===== config.mk =====
export PLATFORM = sky130hd
export DESIGN_NAME = queue_fifo
export DESIGN_NICKNAME = d
export VERILOG_FILES = /design/src/rtl/queue_fifo.sv
export SDC_FILE = /design/constraint.sdc
export NUM_CORES = 1
export LEC_CHECK = 0
export BUFFER_PORTS_ARGS = -buffer_cell sky130_fd_sc_hd__buf_2
export CORE_UTILIZATION = 23
export DETAILED_ROUTE_END_ITERATION = 8
export PLACE_DENSITY = 0.46
export SETUP_SLACK_MARGIN = 0.1
export SYNTH_ARGS = -nofsm -noshare
export SYNTH_HDL_FRONTEND = slang
export SYNTH_SLANG_ARGS = --single-unit

===== constraint.sdc =====
create_clock -name clk -period 2.69 [get_ports clk]
set_input_delay 0.538 -clock clk [delete_from_list [all_inputs] [get_ports clk]]
set_output_delay 0.538 -clock clk [all_outputs]
set_load 0.02 [all_outputs]

===== src/rtl/queue_fifo.sv =====
// queue_fifo: circular-buffer FIFO with registered read port, occupancy
// counter and sticky overflow/underflow flags. Pointers wrap by explicit
// compare so DEPTH need not be a power of two.
module queue_fifo #(
  parameter int DW    = 4,
  parameter int DEPTH = 4,
  parameter int CW    = 3
) (
  input  logic          clk,
  input  logic          rst,
  input  logic          en,
  input  logic          push,
  input  logic          pop,
  input  logic          clr_err,
  input  logic [DW-1:0] dataInput,
  output logic [DW-1:0] dataOutput,
  output logic          out_valid,
  output logic          full,
  output logic          empty,
  output logic [CW-1:0] count,
  output logic          overflow,
  output logic          underflow
);

  localparam int PW = (DEPTH > 1) ? $clog2(DEPTH) : 1;
  localparam logic [PW-1:0] LAST_IDX = PW'(DEPTH - 1);

  logic [DW-1:0] r_mem [DEPTH];
  logic [PW-1:0] r_wr_ptr;
  logic [PW-1:0] r_rd_ptr;
  logic [CW-1:0] r_count;
  logic [DW-1:0] r_dout;
  logic          r_valid;
  logic          r_ovf;
  logic          r_unf;

  logic          w_full;
  logic          w_empty;
  logic          w_pop_ok;
  logic          w_push_ok;
  logic          w_ovf_set;
  logic          w_unf_set;
  logic [PW-1:0] w_wr_ptr_inc;
  logic [PW-1:0] w_rd_ptr_inc;

  // Occupancy decodes and accept/reject decisions for this edge.
  always_comb begin
    w_full       = (r_count == CW'(DEPTH));
    w_empty      = (r_count == '0);
    w_pop_ok     = en & pop & ~w_empty;
    // A pop in the same cycle frees a slot, so a full queue still accepts.
    w_push_ok    = en & push & (~w_full | w_pop_ok);
    w_ovf_set    = en & push & ~w_push_ok;
    w_unf_set    = en & pop & ~w_pop_ok;
    w_wr_ptr_inc = (r_wr_ptr == LAST_IDX) ? '0 : r_wr_ptr + 1'b1;
    w_rd_ptr_inc = (r_rd_ptr == LAST_IDX) ? '0 : r_rd_ptr + 1'b1;
  end

  // Storage write; contents are left uninitialised so this maps onto RAM.
  always_ff @(posedge clk) begin
    if (w_push_ok) begin
      r_mem[r_wr_ptr] <= dataInput;
    end
  end

  // Pointers, occupancy, registered read data and sticky error flags.
  always_ff @(posedge clk or negedge rst) begin
    if (!rst) begin
      r_wr_ptr <= '0;
      r_rd_ptr <= '0;
      r_count  <= '0;
      r_dout   <= '0;
      r_valid  <= 1'b0;
      r_ovf    <= 1'b0;
      r_unf    <= 1'b0;
    end else begin
      r_valid <= w_pop_ok;
      if (en) begin
        if (w_push_ok) begin
          r_wr_ptr <= w_wr_ptr_inc;
        end
        if (w_pop_ok) begin
          r_rd_ptr <= w_rd_ptr_inc;
          r_dout   <= r_mem[r_rd_ptr];
        end
        if (w_push_ok && !w_pop_ok) begin
          r_count <= r_count + 1'b1;
        end else if (w_pop_ok && !w_push_ok) begin
          r_count <= r_count - 1'b1;
        end
        // A new rejection wins over a simultaneous clear.
        r_ovf <= w_ovf_set | (r_ovf & ~clr_err);
        r_unf <= w_unf_set | (r_unf & ~clr_err);
      end
    end
  end

  assign dataOutput = r_dout;
  assign out_valid  = r_valid;
  assign full       = w_full;
  assign empty      = w_empty;
  assign count      = r_count;
  assign overflow   = r_ovf;
  assign underflow  = r_unf;

endmodule

==> results of run 1 <==
## layer usage
metal  share of wire (%)  up-vias  routed length [um]
met4                 2.9        0                  69
li1                    -      333                   -
met2                  51       17                1210
met3                 4.2        6                  98
met1                  42      344                 980
met5                   0        -                   0
## final cells by class
cell class	count	area (um^2)
Fill cell	568	3910
Tap cell	72	90.1
Clock buffer	6	82.6
Multi-Input combinational cell	40	458
Timing Repair Buffer	21	105
Sequential cell	30	831
Clock inverter	2	12.5
Inverter	5	18.8
## Yosys cell counts, types with 2 or more instances
library cell   n
edfxtp_1      16
dfrtp_1       14
ha_1           6
mux2_2         6
inv_1          5
and2_1         4
mux4_2         4
nand2_1        3
mux2_4         2
nor2_1         2
nor3_1         2
xnor2_1        2
## worst max-delay path: stages, from the launching register on
cell	delay (ps)
dfrtp_1	490
o311ai_4	540
ha_1	280
inv_1	60
fa_1	380
xnor2_1	150
nand2_1	80
xnor2_1	130
## sequential cells by signal, indices dropped and copies added (netlist names)
register    count
count           3
dataOutput      4
out_valid       1
overflow        1
r_mem          16
r_rd_ptr        2
r_wr_ptr        2
underflow       1
## worst min path at each step
stage | to | slack [ps]
finish | r_wr_ptr[0] | 150
global route | r_rd_ptr[1] | 170
CTS | underflow | 160
detailed placement | out_valid | 470
global placement | dataOutput[2] | 460
floorplan | count[0] | 240
## stage by stage
stage | instances | cell area (um^2) | hold slack, ps | utilization (%)
after floorplan | 76 | 1320 | 242 | -
after global placement | 168 | 1500 | 462 | 27.3
after detailed placement | 168 | 1500 | 466 | 27.3
after CTS | 176 | 1600 | 159 | 29.0
after global routing | 176 | 1600 | 170 | 29.0
final | 176 | 1600 | 149 | 29.0
## power breakdown
| part | internal (W) | leakage [nW] | switching, W |
|---|---|---|---|
| registers | 0.000608 | 0.316 | 0.000147 |
| logic | 0.000268 | 0.292 | 0.000261 |
| clock network | 0.000205 | 0.0472 | 0.000169 |
## cell families after synthesis
group | Yosys count | share of synthesized area, %
flip-flops | 30 | 63.0
AND/OR/NAND/NOR | 13 | 5.98
multiplexers | 12 | 14.2
adder cells (fa/ha/maj) | 7 | 7.21
buffers and inverters | 6 | 2.28
AO/OA/AOI/OAI | 5 | 5.31
XOR/XNOR | 3 | 1.99
==> results summary, run 1 <==
The run finished with clean final reports. For this design, the sink count on the clock tree is 30. The headroom to the max-slew limit came out at 65.8%. The antenna diode count came out at 0. The nature of the critical path startpoint is a flop. Setup repair after global routing left no endpoint under its margin. Routability-driven placement finished with a final weighted congestion of 0.647.

After detailed routing, the total wire length is 2360 um. The residual DRC count is 0. Synthesis produced a netlist with a net count of 93. Setup violations remaining at the end of the flow were counted as 0.

The number of routed nets with antenna violations came out at 0. The later pin in the worst-skew pair is clocked with a latency of about 280 ps. The die covers between 6000 and 7000 um^2.

The cell accounting for the most synthesized area is edfxtp_1. The count of cells resized by post-cts repair is 0. The setup path with the least slack is of type flop to flop. From left edge to right edge, the die measures between 70 and 80 um. Yosys attributes the largest share of cell area to edfxtp_1 36%, dfrtp_1 27%, mux4_2 6.8%, ha_1 5.7%, mux2_2 5.1%. The final-report hold violation count is 0. The highest-utilization routing layer at the global route stage is met2. The global-route usage over all layers is a little under a tenth. The worst path setup slack after routing came out at 467 ps. The pre-CTS setup slack is 467 ps. The number of pins with negative max-slew slack in the final report came out at 0. The portion of synthesized cell area occupied by the leading cell type is 36.4%. Using the TritonRoute via totals, the vias-per-cell ratio works out to 3.98.

For this design the static power due to leakage is 0.655 nW. The category of the worst setup path capture point is a flop. The maximum number of pins on one net before global-route repair came out at 15. Across the VDD grid, the largest voltage drop is 0.000308 V. The number of enable-type register cells in the synthesized netlist came out at 16. In the synthesized netlist the async set-or-reset flop fraction comes to a little under half. In this run the worst path has a maximum fanout of 9.

Once the floorplan was initialized, standard cells occupied between 20% and 30% of the core. The buffer depth of the longest clock path came out at 2. The number of buffers inserted by port buffering came out at 21. The accumulated negative setup slack came out at 0 ps. Across all layers, the routed design uses 700 vias. Leaving out fill and tap cells, the most frequent cell in the layout is buf_2. The clock-pin slew on the worst setup and hold paths came out at 70 ps.

The library cells used most frequently in the layout, excluding fill and tap cells, are 21 x buf_2, 16 x edfxtp_1, 14 x dfrtp_1. The path type of the worst min-delay path is input port to async pin. In this run the vertical extent of the chip is 77.7 um. TritonCTS built the clock tree.

The mean routed wirelength per cell came out at 13.4 um. The worst setup skew after layout came out at 5.35 ps. The post-route minimum period is 2220 ps. The area growth from synthesis to layout is 21.2%. The part of the cycle the worst path needs came out at around 83%. Sequential elements use 63.0% of the synthesized area.

The highest clock frequency the design can meet is 450 MHz. After synthesis, the netlist uses 22 different library cells. The required time at the endpoint of the critical path came out at about 2900 ps. The worst register-to-register path begins at count[1]. The average cell area after synthesis is ~17 um^2. The count of max-cap constraint violations is 0. The first-iteration detailed-routing DRC count came out at 18. The total half-perimeter wirelength after legalization and detailed placement came out at 1730 um. Synthesis handed over a netlist of 76 instances.

The final-stage net count came out at 120. The number of primary I/O pins came out at 22. The total setup buffers inserted after CTS came out at 0.

The register-to-register path setup slack came out at 470 ps. The arrival time of the worst setup path is 2380 ps. The core area came out at 5510 um^2.

The global-route track usage on met1 came out at about a tenth. The number of antenna violations at the first check in global routing came out at 0. The sum of internal, switching and leakage power is 0.00166 W. The synthesized cell area is 1320 um^2. For this run the aggregate overflow at the end of global routing stands at 0. For the pin with the worst max-slew slack, the measured transition is about 510 ps.

Counting the buffers created by CTS gives 5. The flop and latch count out of synthesis came out at 30. The total power density per cell area came out at 1040 nW/um^2.

In the global route stage, met2 resource usage came out at 15.0%. The first global-routing pass estimated 3830 um of wire. The critical path ends at count[2]. The cell depth of the worst flop-to-flop path is 7.

The number of core rows came out at 27. The layout cell share with drive strength beyond 1 came out at 43.3%. In the synthesized netlist the dominant register cell turns out to be edfxtp_1. The clock root buffer is clkbuf_8.

The first-pass iteration count of the detailed router came out at 4. Yosys printed 0 warnings. The met3 track utilization from global routing came out at 3.29%. The number of H-tree levels is 2. The endpoint identified for the worst register-to-register timing path is count[2]. The via count of the first global-routing pass is about 750.

The hold buffer count at cts came out at 0. The most critical setup path has its startpoint at count[1].
Power figures use the tool's default switching activity.
==> inputs of run 2 (changes only) <==
PLACE_DENSITY = 0.48   (was 0.46)
clock period = 1.8 ns   (was 2.69 ns; I/O delays follow)
==> results summary, run 2 (same netlist as run 1, synthesis figures left out) <==
Clock tree synthesis selected as its root buffer the cell clkbuf_8. In this run the number of H-tree levels came out at 2. The global-route track usage on met1 is a little under a tenth. The clock network latency to the later pin of the worst-skew pair came out at 280 ps. The clock-pin slew on the worst setup and hold paths is ~60 ps. In the routed layout, each cell is associated on average with a via count of 4.06. The critical path goes through nor3b_4 -> a21oi_4 -> ha_4 -> inv_2 -> fa_2 -> mux2_4. On the final layout, the worst hold slack is 304 ps. The total overflow left after global routing is 0. The placed cell area came out at around 1600 um^2.

The flip-flop count of the largest register, all copies and words added came out at 16. The endpoint of the lowest-slack register-to-register path is count[1]. In this run the standard cell core region covers ~5500 um^2. The wire length of the first global-routing pass came out at 3940 um. Ranked by flip-flop count, first place goes to r_mem.

The met2 usage in global routing came out at 16.0%. Entering global routing, the biggest net connects 15 pins. The part of the cycle the worst path needs is 101%. The path with the worst hold slack has its endpoint at r_mem[2][2]. The initial utilization of the core area, before any placement, comes to 23.9%. The via count of the first global-routing pass is between 800 and 900. The total half-perimeter wirelength after legalization and detailed placement came out at 1830 um.

The number of buffers created by CTS came out at 5. The count of max-cap constraint violations came out at 0. The first-pass iteration count of the detailed router is 3. The nature of the critical path startpoint is a flop. The worst ir drop on vdd came out at 0.000435 V. The worst setup path is of the flop to flop kind.

The placed cell count came out at 179. In this run the most critical hold path is launched from dataInput[2]. The cell depth of the worst flop-to-flop path came out at 6.

The final instance count without filler cells is 193. Port buffering added 21 buffers. The buffering stage count on the worst path with inverters included is 1.

The kind of cell adding the most delay to the critical path is adder cells. The met3 track utilization from global routing is 3.53%. The global-route usage over all layers is a little under a tenth. After detailed routing, the average wire length per cell comes to 12.9 um. The number of antenna violations at the first check in global routing is 0. The number of cells on the worst hold path is 1. The required time at the endpoint of the critical path came out at about 2000 ps.

The sink count of the clock tree came out at 30. The checks that failed: setup timing. The overall via count from detail_route is 784. The wire length reported by the detailed router came out at 2490 um.

After detailed routing, the number of remaining DRC violations is 0. The setup-violating endpoint count in the final report is 2. The full die area is 6040 um^2. The largest fanout on the critical path came out at 3.

The highest clock frequency the design can meet came out at 549 MHz. Tracing the worst setup path back leads to its startpoint at count[0]. The first-iteration detailed-routing DRC count is 13. The worst register-to-register path begins at count[0]. The vertical extent of the die came out at 77.7 um. The area growth from synthesis to layout came out at 36.8%.

The final-stage net count is 137. The category of the worst setup path capture point is a flop. The delay of the slowest cell on the worst path came out at 440 ps.

The worst hold path belongs to the class input port to flop. Across all setup checks in the final design, the least slack found is -21.1 ps. The number of antenna diodes in the final layout is 0.

The buffer depth of the longest clock path is 2. The arrival time of the worst setup path is 1980 ps. At the pin with the least slew margin, the transition time is 386 ps.

The flow ran to the end, but the final reports show violations. The headroom to the max-slew limit came out at 74.3%. The post-route core utilization is 32.8%. The final-report hold violation count is 0. TritonCTS built the clock tree. In the layout the commonest cells are 19 x buf_2, 16 x edfxtp_1, 12 x buf_4. The register-to-register path setup slack came out at -20 ps. The number of routed nets with antenna violations came out at 0.

The initialized floorplan defines 27 standard-cell rows. The number of pins with negative max-slew slack in the final report is 0. The layout cell share with drive strength beyond 1 came out at 59.5%. Setup repair after global routing could not meet its margin everywhere. met2 is the most crowded layer. The post-route minimum period is 1820 ps. For this design the ratio of total power to cell area is 1510 nW/um^2. Leaving out fill and tap cells, the most frequent cell in the layout is buf_2. The x dimension of the die is 77.7 um. Pin placement for this block handled 22 I/O pins. The total leakage power is 0.759 nW. The final estimated routing congestion in global placement is 0.662. The finished cells cover 1800 um^2. The worst setup skew after layout came out at 4.60 ps. The slowest stage of the critical path is the dfrtp_2 cell.
run 2: cell types whose count changed in the layout (fill, tap and decap cells not counted), sizes merged:
| cell | previous run | this run |
|---|---|---|
| clkinvlp | 1 | 0 |
| buf | 21 | 37 |
| dlygate4sd3 | 0 | 1 |
| clkinv | 1 | 2 |
run 2: through the flow:
stage	worst slack [ps]	TNS (ps)	total power [W]
3_5_place_dp	-57.4	-87.1	0.00208
6_report	-21.1	-34.5	0.00272
2_1_floorplan	-253	-501	0.00172
4_1_cts	-45.3	-87.1	0.00270
3_3_place_gp	-10.6	-15.0	0.00202
5_1_grt	-134	-224	0.00292
run 2: worst max path at each step:
stage | endpoint | slack [ps] | cells after the start
final | count[1] | -20 | 6
after detailed placement | count[2] | -60 | 7
after global routing | count[2] | -130 | 7
after floorplan | count[1] | -250 | 6
after CTS | count[1] | -50 | 6
after global placement | count[2] | -10 | 9
run 2: area by class of cell:
class / instances / area, um^2
fill: 540 / 3700
sequential: 30 / 835
multi-input combinational: 40 / 508
timing repair buffer: 38 / 272
tap: 72 / 90.1
clock buffer: 6 / 72.6
inverter: 5 / 18.8
clock inverter: 2 / 8.76
run 2: what timing repair did:
item                                    in CTS  in global routing
endpoints found under the setup margin       3                  4
pin swaps                                    5                  6
hold buffers                                 1                  0
hold endpoints to repair                    14                  0
resized for setup                           10                 12
buffers inserted                             4                  1
run 2: report_power, final:
group / total (W) / internal [W] / switching, W
clock network: 0.000499 / 0.000265 / 0.000234
registers: 0.00110 / 0.000917 / 0.000182
logic: 0.00112 / 0.000613 / 0.000511
run 2: routing by layer:
layer,wire (um),vias up
li1,-,366
met1,1010,396
met2,1340,16
met3,91,6
met4,51,0
met5,0,-
==> inputs of run 3 (changes only) <==
BUFFER_PORTS_ARGS = -buffer_cell sky130_fd_sc_hd__buf_4   (was -buffer_cell sky130_fd_sc_hd__buf_2)
==> results summary, run 3 (same netlist as run 1, synthesis figures left out) <==
The actual slew at the worst max-slew pin is between 300 and 400 ps. Per report_power, the combinational group accounts for 38.9% of the total. For this configuration, the core starts out at a cell density of 23.9%. The post-route minimum period is 1810 ps. The number of buffers created by CTS came out at 5. Of the total power, registers draw 38.3%.

The arrival time of the worst setup path is 1970 ps. In this run the power spent charging and discharging nets is about 0.00091 W. The antenna diode count came out at 0.

The wire length reported by the detailed router is approximately 2400 um. The via count of the first global-routing pass was between 800 and 900. The top cell types in the final layout, fill and taps aside, are 31 x buf_4, 16 x edfxtp_1, 11 x dfrtp_1. The number of pins with negative max-slew slack in the final report came out at 0. Leaving out fill and tap cells, the most frequent cell in the layout is buf_4. The later pin in the worst-skew pair is clocked with a latency of roughly 280 ps. The die covers about 6000 um^2.

The power share of the clock group came out at a little under a quarter. The sum of internal, switching and leakage power is 0.00286 W. The highest clock frequency the design can meet came out at 554 MHz. The total half-perimeter wirelength after legalization and detailed placement is 1750 um.

The final reports fail on setup timing. Clock-pin slew was measured on the worst setup and hold paths at 60 ps. At the end of the flow, the number of nets in the layout was approximately 130. 22 I/O pins were placed. The area growth from synthesis to layout came out at 38.2%.

The final-report hold violation count came out at 0. The worst setup skew after layout is 3.26 ps. IR analysis of the VDD net gives a maximum drop of 0.000539 V.

The setup-violating endpoint count in the final report came out at 1. The wire length of the first global-routing pass is 3950 um. The sum of overflow across all layers after global routing came out at 0.

The total of fill cells in the finished design is between 500 and 600. The number of antenna violations at the first check in global routing came out at 0. Across all layers, the routed design uses about 740 vias. The required time at the endpoint of the critical path came out at 1960 ps.

The worst hold margin is 283 ps. Input and output buffers added on the ports amount to 21. The area used by sequential logic in the layout came out at 835 um^2. The largest fanout on the critical path came out at 3. The core area is 5510 um^2.

In this run the core area contains 27 standard-cell rows. The final estimated routing congestion in global placement is 0.682. The combined area of the multi-input logic cells came out at 494 um^2. TritonCTS built the clock tree. By startpoint and endpoint, the worst setup path is classified as flop to flop. The flow ran to the end, but the final reports show violations. The sink count of the clock tree is 30. The total power density per cell area is 1570 nW/um^2. The layout cell share with drive strength beyond 1 is a little under three fifths. Clock tree synthesis selected as its root buffer the cell clkbuf_8. The number of H-tree levels is 2. The mean routed wirelength per cell is 12.4 um. The worst path setup slack after routing came out at -5.02 ps. The path type of the worst min-delay path is input port to flop. The buffer depth of the longest clock path came out at 2. Net switching is around a third of the power. STA classifies the critical path startpoint as a flop. STA classifies the critical path endpoint as a flop. The post-detailed-route via-to-cell ratio is between 3 and 4. The first-pass iteration count of the detailed router is 3.

The vertical extent of the die is a little under 80 um. The part of the cycle the worst path needs is 100%. Ranked by flip-flop count, first place goes to r_mem. The first-iteration detailed-routing DRC count is 17. The number of routed nets with antenna violations came out at 0.

The x dimension of the die came out at 77.7 um. The tool flagged a number of max-cap violations equal to 0. The flip-flop count of the largest register, all copies and words added is 16. Setup repair after global routing could not meet its margin everywhere. The global-route usage over all layers came out at 9.25%. The maximum number of pins on one net before global-route repair came out at 15. The headroom to the max-slew limit is 75.1%. The total leakage power is 0.758 nW. The internal portion of the total power is around 0.0019 W. The residual DRC count came out at 0.
-- run 3: power groups by stage --
stage	clock (W)	combinational, W	sequential (W)
after floorplan	0	0.000505	0.00121
after global placement	0	0.000973	0.00111
after detailed placement	0	0.000996	0.00112
after CTS	0.000680	0.00109	0.00111
after global routing	0.000717	0.00122	0.00113
final	0.000653	0.00111	0.00110
-- run 3: final timing paths --
check,to,from,slack (ps),cells after the start
worst min-delay path,r_mem[3][3],dataInput[3],280,1
worst max register to register,count[1],count[0],-5,6
min in group asynchronous,count[2],rst,470,2
worst min register to register,underflow,underflow,500,1
worst max-delay path,count[1],count[0],-5,6
max in group asynchronous,count[0],rst,1150,2
-- run 3: area by class of cell --
class / instances / share of cell area, %
Clock inverter: 3 / 2.20
Timing Repair Buffer: 35 / 15.2
Clock buffer: 5 / 3.77
Sequential cell: 30 / 45.8
Tap cell: 72 / 4.94
Multi-Input combinational cell: 40 / 27.1
Inverter: 5 / 1.03
-- run 3: per-layer routing --
metal / up-vias / wire, um / global-route usage, %
met2: 16 / 1260 / 15.7
met3: 4 / 89 / 2.82
met4: 0 / 77 / 6.79
met1: 363 / 922 / 9.65
met5: - / 0 / 0
li1: 360 / - / -
-- run 3: worst max-delay path: stages, from the launching register on --
cell,delay (ps)
dfrtp_2,440
nor3b_4,260
a21oi_4,90
ha_4,170
inv_2,50
fa_2,410
mux2_2,270
-- run 3: timing repair --
action / CTS / global route
hold endpoints to repair: 14 / 0
setup endpoints to repair: 3 / 4
buffers inserted: 4 / 3
gates resized for setup: 6 / 3
cloned: 0 / 0
pin swaps: 5 / 6
hold buffers: 1 / 0
-- run 3: stage by stage --
step	cell area, um^2	std cells	util [%]	setup WS (ps)	setup TNS [ps]
after floorplan	1330	76	-	-253	-501
after global placement	1620	175	29.4	-9.28	-9.28
after detailed placement	1620	175	29.4	-42.3	-77.5
after CTS	1790	188	32.4	-45.8	-69.9
after global routing	1820	190	33.1	-85.5	-156
final	1820	190	33.1	-5.02	-5.02
